--- src/rtl/mem_write_checker_pkg.sv ---
// Shared types for the data-memory write checker: FSM states, fail causes
// and the per-write classification produced by wrchk_match.
package mem_write_checker_pkg;

  localparam int FAIL_CODE_W = 3;

  typedef enum logic [1:0] {
    IDLE,
    RUN,
    PASS,
    FAIL
  } state_e;

  typedef enum logic [FAIL_CODE_W-1:0] {
    NONE          = 3'd0,
    UNEXP_ADDR    = 3'd1,
    DATA_MISMATCH = 3'd2,
    ORDER         = 3'd3,
    TIMEOUT       = 3'd4
  } fail_code_e;

  typedef enum logic [2:0] {
    CLS_MATCH,
    CLS_IGNORE,
    CLS_ORDER,
    CLS_DATA,
    CLS_UNEXP
  } wr_class_e;

  function automatic fail_code_e codeOf(input wr_class_e cls);
    case (cls)
      CLS_ORDER: return ORDER;
      CLS_DATA:  return DATA_MISMATCH;
      CLS_UNEXP: return UNEXP_ADDR;
      default:   return NONE;
    endcase
  endfunction

endpackage

--- src/rtl/wrchk_match.sv ---
// Combinational classifier: decides how one monitored write relates to the
// expected-write table (match / ignore / order / data / unexpected).
module wrchk_match
  import mem_write_checker_pkg::*;
#(
  parameter int ADDR_W  = 32,
  parameter int DATA_W  = 32,
  parameter int NUM_EXP = 4,
  parameter int ORDERED = 1,
  parameter int IDX_W   = 2
) (
  input  logic [ADDR_W-1:0]         wrAddr,
  input  logic [DATA_W-1:0]         wrData,
  input  logic [NUM_EXP*ADDR_W-1:0] expAddr,
  input  logic [NUM_EXP*DATA_W-1:0] expData,
  input  logic [NUM_EXP-1:0]        matched,
  input  logic [IDX_W-1:0]          idx,
  input  logic [ADDR_W-1:0]         ignLo,
  input  logic [ADDR_W-1:0]         ignHi,
  output wr_class_e                 wrClass,
  output logic [IDX_W-1:0]          matchIdx
);

  logic [NUM_EXP-1:0] addrEq;
  logic [NUM_EXP-1:0] fullEq;
  logic hitMatch, hitOrder, hitData, hitRehit, inWindow;

  for (genvar k = 0; k < NUM_EXP; k++) begin : g_cmp
    assign addrEq[k] = (expAddr[k*ADDR_W +: ADDR_W] == wrAddr);
    assign fullEq[k] = addrEq[k] && (expData[k*DATA_W +: DATA_W] == wrData);
  end

  // An inverted window (lo > hi) naturally contains no address.
  assign inWindow = (wrAddr >= ignLo) && (wrAddr <= ignHi);

  always_comb begin
    hitMatch = 1'b0;
    hitOrder = 1'b0;
    hitData  = 1'b0;
    hitRehit = 1'b0;
    matchIdx = '0;
    for (int unsigned k = 0; k < NUM_EXP; k++) begin
      if (ORDERED != 0) begin
        if ((IDX_W'(k) == idx) && fullEq[k]) begin
          hitMatch = 1'b1;
          matchIdx = IDX_W'(k);
        end else if ((IDX_W'(k) > idx) && !matched[k] && fullEq[k]) begin
          hitOrder = 1'b1;
        end
      end else begin
        if (!matched[k] && fullEq[k] && !hitMatch) begin
          hitMatch = 1'b1;
          matchIdx = IDX_W'(k);
        end
        if (matched[k] && fullEq[k]) hitRehit = 1'b1;
      end
      if (!matched[k] && addrEq[k] && !fullEq[k]) hitData = 1'b1;
    end
  end

  always_comb begin
    wrClass = CLS_UNEXP;
    if (hitMatch)                  wrClass = CLS_MATCH;
    else if (inWindow || hitRehit) wrClass = CLS_IGNORE;
    else if (hitOrder)             wrClass = CLS_ORDER;
    else if (hitData)              wrClass = CLS_DATA;
  end

endmodule

--- config.mk ---
export PLATFORM = sky130hd
export DESIGN_NAME = wrchk_match
export DESIGN_NICKNAME = d
export VERILOG_FILES = /design/src/rtl/mem_write_checker_pkg.sv /design/src/rtl/wrchk_match.sv
export SDC_FILE = /design/constraint.sdc
export NUM_CORES = 1
export LEC_CHECK = 0
export ABC_AREA = 1
export CAP_MARGIN = 25
export CORE_AREA = 2 2 153 155
export DETAILED_ROUTE_END_ITERATION = 6
export DIE_AREA = 0 0 155 157
export PLACE_DENSITY = 0.66
export SETUP_SLACK_MARGIN = 0.3
export SLEW_MARGIN = 20
export SYNTH_ARGS = -nofsm -noshare
export SYNTH_HDL_FRONTEND = slang
export SYNTH_SLANG_ARGS = --single-unit
--- constraint.sdc ---
create_clock -name vclk -period 7.19
set_clock_uncertainty 0.2 [all_clocks]
set_input_delay 1.7975 -clock vclk [all_inputs]
set_output_delay 1.7975 -clock vclk [all_outputs]
set_load 0.05 [all_outputs]
* After elaboration in Yosys (flattened, before gate mapping)
Index checks and enable logic that the tools add are counted.
** Storage, ports and cells
- Bits in registers :: 0
** Operators by class
- $lt $le $gt $ge :: 6
- Equal/unequal tests :: 11
- Multiplexer cells :: 23
- Reductions and logical operators :: 34
** Operator list (number)
- equality test 32 bit :: 8
- >= comparator 32 bit :: 1
- less-or-equal comparator 32 bit :: 1
- logical AND 1 bit :: 25
- 2-to-1 mux 1 bit :: 17
- 2-to-1 mux 3 bit :: 4
- zero test 1 bit :: 8
- equality test 2 bit, first input constant :: 2
- greater-than comparator 1 x 2 -> 1 bit, first input constant :: 2
- greater-than comparator 2 bit, first input constant :: 2
- 2-to-1 mux 2 bit :: 2
- equality test 1 x 2 -> 1 bit, first input constant :: 1
- zero test 2 bit :: 1

* Logic depth before layout (Yosys ltp)
- Depth in word-level cells :: 14
- Depth in mapped cells :: 16

* Worst setup path after synthesis
OpenSTA, ideal clock, no wires.
- Path type :: input port to output port
- Start point :: in wrData[14]
- End point :: out matchIdx[1]
- Arrival :: 3.664 ns
- Required time :: 5.193 ns
- Setup slack :: 1.528 ns
- Stages :: 9
- Cells stage by stage :: buf_2 > xor2_1 > nor2_1 > nand2_1 > nor2_1 > nand2_1 > nor2_4 > nand2_1 > o21ai_0
** On the way
- Longest elaborated chain between the ends :: 5
** RTL lines
- start: declaration :: RTL line wrchk_match.sv:13 : input logic [DATA_W-1:0] wrData,
- equality test 32 bit :: RTL line wrchk_match.sv:30 : assign fullEq[k] = addrEq[k] && (expData[k*DATA_W +: DATA_W] == wrData);
- logical AND 1 bit :: RTL line wrchk_match.sv:30
- logical AND 1 bit :: RTL line wrchk_match.sv:44 : if ((IDX_W'(k) == idx) && fullEq[k]) begin
- 2-to-1 mux 2 bit :: RTL line wrchk_match.sv:44
- 2-to-1 mux 2 bit * :: RTL line wrchk_match.sv:44
- end: declaration :: RTL line wrchk_match.sv:21 : output logic [IDX_W-1:0] matchIdx
Mark *: on every way between the ends. The rest lies on a longest branch, timed or not.

* Final worst setup path
- Start point :: in wrAddr[27]
- End point :: out matchIdx[0]
** On the way
- Longest elaborated chain between the ends :: 6
** RTL lines
- start: declaration :: RTL line wrchk_match.sv:12 : input logic [ADDR_W-1:0] wrAddr,
- equality test 32 bit :: RTL line wrchk_match.sv:29 : assign addrEq[k] = (expAddr[k*ADDR_W +: ADDR_W] == wrAddr);
- logical AND 1 bit :: RTL line wrchk_match.sv:30
- logical AND 1 bit :: RTL line wrchk_match.sv:44
- 2-to-1 mux 1 bit :: RTL line wrchk_match.sv:44
- 2-to-1 mux 2 bit :: RTL line wrchk_match.sv:44
- 2-to-1 mux 2 bit * :: RTL line wrchk_match.sv:44
Marks and branches as above.

==> results.json <==
{
  "synth_cells": 1412,
  "floorplan.initialDensity_pct": 30.0,
  "io_pins": 395,
  "worstSetupEndpointType": "output port",
  "final_core_utilization_pct": 49.0,
  "filler_cell_count": 2430,
  "overflow": 0,
  "antenna_left": 0,
  "min-delay-path-class": "in -> out",
  "synth_sequential_area_ratio_pct": 0,
  "pwr_density_cell_nw_per_um2": 54.5,
  "seq_area_um2": 0,
  "hold_path_end": "wrClass[2]",
  "most-common-layout-cells": "607 x sky130_fd_sc_hd__nand2_1, 392 x sky130_fd_sc_hd__clkdlybuf4s50_1, 273 x sky130_fd_sc_hd__inv_1",
  "first_global_vias": 8762,
  "grt_usage_pct": 23.8,
  "worst_pin_slew_ps": 629,
  "finalHoldViolations": 0,
  "grt_antenna_before_repair": 2,
  "detailroute.via_count": 9210,
  "placed_area_um2": 11000,
  "final_min_period_over_clock_period_pct": 92.3,
  "buffer_ports.inserted": 395,
  "drive_gt1_share_pct": 2.17,
  "route.detailed.vias_per_inst": 4.42,
  "timing.setup.critical_path_class": "in -> out",
  "avgRoutedWirePerCell_um": 14.6,
  "timing.final.ws_setup_ps": 555,
  "post_cts_setup_inserts": 0,
  "slew_violations": 0,
  "layout.cells.most_common": "sky130_fd_sc_hd__nand2_1",
  "start_kind": "input port",
  "vdd.ir_drop.worst_mv": 0.0296,
  "timing.critical_path.arrival_ps": 4640,
  "outcome": "complete, no violations",
  "grt_setup_unrepaired": "no",
  "design.final.nets": 2251,
  "placeableCoreArea_um2": 22500,
  "drt-total-wl_um": 30300,
  "areaGrowthSynthToFinish_pct": 63.2,
  "mappedNetlistArea_um2": 6760,
  "timing.max_cap.violations": 0,
  "synth.lib_cells_used.distinct": 30,
  "rows": 55,
  "final_setup_violation_count": 0,
  "chipHeight_um": 157,
  "critPathRequiredTime_ps": 5190,
  "slew-limit-headroom_pct": 57.9,
  "drt_drc_violations_left": 0,
  "tns_ps": 0,
  "cts_resized": 0,
  "place_worst_setup_slack_ps": 587,
  "p_leak_nw": 6.09,
  "firstDrtPassIters": 5,
  "area_enclosed_by_the_die_boundary_um2": 24300,
  "multi_input_gate_area_in_the_final_layout_um2": 5540,
  "achievable-frequency_mhz": 151,
  "synthesis.yosys.warnings": 0,
  "mappedNetlistNets": 1866,
  "clkbuf_count": 0,
  "die_width_um": 155,
  "hold_buffers": 0,
  "finalHoldWorstSlack_ps": 4350,
  "sequential_cell_total": 0,
  "worstPathMaxFanout": 7,
  "grt_max_degree": 10,
  "hpwl_um": 28200,
  "drt_iter0_drc": 473,
  "gpl.final_weighted_congestion": 0.963,
  "worst_hold_depth": 8,
  "grt_pass1_wl_um": 45300,
  "post_synth.cell_area_avg_um2": 4.79,
  "postLayoutCellArea_um2": 11000,
  "final.min_clock_period_ps": 6640,
  "worstHoldStart": "matched[0]"
}
-- metal layers --
metal | vias to the layer above | part of all wire, % | track usage (%)
met3 | 53 | 8.0 | 5.07
met5 | - | 0 | 0
li1 | 4908 | - | -
met1 | 3911 | 40 | 26.5
met2 | 338 | 49 | 45.7
met4 | 0 | 3.3 | 6.53
-- cell type report --
class	instances	share of cell area, %
diodes	2	0.0454
inverters	297	10.1
multi-input cells	1099	50.2
well taps	285	3.23
repair buffers	399	36.4
-- logic make-up (layout without fill, tap and decap cells) --
group                    count (synthesis)  after routing  synth area share, %
AO/OA/AOI/OAI                           55             55                 4.28
buffers and inverters                  313            696                 18.0
AND/OR/NAND/NOR                        853            853                 49.4
other                                    0              2                    0
adder cells (fa/ha/maj)                 64             64                 11.8
XOR/XNOR                               127            127                 16.5
-- cell usage after synthesis, types with 3 or more instances --
cell type                  number  area [µm²]
sky130_fd_sc_hd__nand2_1      607        2280
sky130_fd_sc_hd__inv_1        273        1020
sky130_fd_sc_hd__nor2_1       188         706
sky130_fd_sc_hd__xor2_1        75         657
sky130_fd_sc_hd__ha_1          64         801
sky130_fd_sc_hd__xnor2_1       52         455
sky130_fd_sc_hd__a21oi_1       37         185
sky130_fd_sc_hd__inv_2         24        90.1
sky130_fd_sc_hd__nand4_1       21         131
sky130_fd_sc_hd__nand3_1       20         100
sky130_fd_sc_hd__o21ai_0       12        60.1
sky130_fd_sc_hd__buf_2          9        45.0
sky130_fd_sc_hd__buf_6          3        33.8
sky130_fd_sc_hd__clkbuf_2       3        15.0
sky130_fd_sc_hd__nor2_2         3        18.8
-- metrics by stage --
stage | cells | total power (W)
final | 2082 | 0.000601
after global routing | 2081 | 0.000671
after CTS | 2080 | 0.000604
after detailed placement | 2080 | 0.000601
after global placement | 2080 | 0.000594
after floorplan | 1412 | 0.000268
-- how the worst max path moves through the flow --
stage                     cells after the start       start          end
after floorplan                               9  wrData[14]  matchIdx[1]
after global placement                       11  wrAddr[20]  matchIdx[0]
after detailed placement                     12  wrAddr[27]  matchIdx[0]
after CTS                                    12  wrAddr[27]  matchIdx[0]
after global routing                         12  wrAddr[27]  matchIdx[0]
final                                        12  wrAddr[27]  matchIdx[0]
-- critical path: stages --
cell,delay [ps]
sky130_fd_sc_hd__clkdlybuf4s50_1,760
sky130_fd_sc_hd__inv_1,140
sky130_fd_sc_hd__nand2_1,130
sky130_fd_sc_hd__and2_1,150
sky130_fd_sc_hd__nand4_1,100
sky130_fd_sc_hd__nor2_1,120
sky130_fd_sc_hd__nand2_1,60
sky130_fd_sc_hd__nor2_1,200
sky130_fd_sc_hd__nand3_1,140
sky130_fd_sc_hd__and2_4,170
sky130_fd_sc_hd__inv_1,50
sky130_fd_sc_hd__clkdlybuf4s50_1,820
-- where the power goes --
group          switching (W)        total [W]  leakage [nW]     internal [W]
clock network              0  0.0000000000372     0.0000127  0.0000000000372
logic               0.000277         0.000601          6.09         0.000324
registers                  0                0             0                0
No activity file was read; power rests on OpenSTA's default activity.
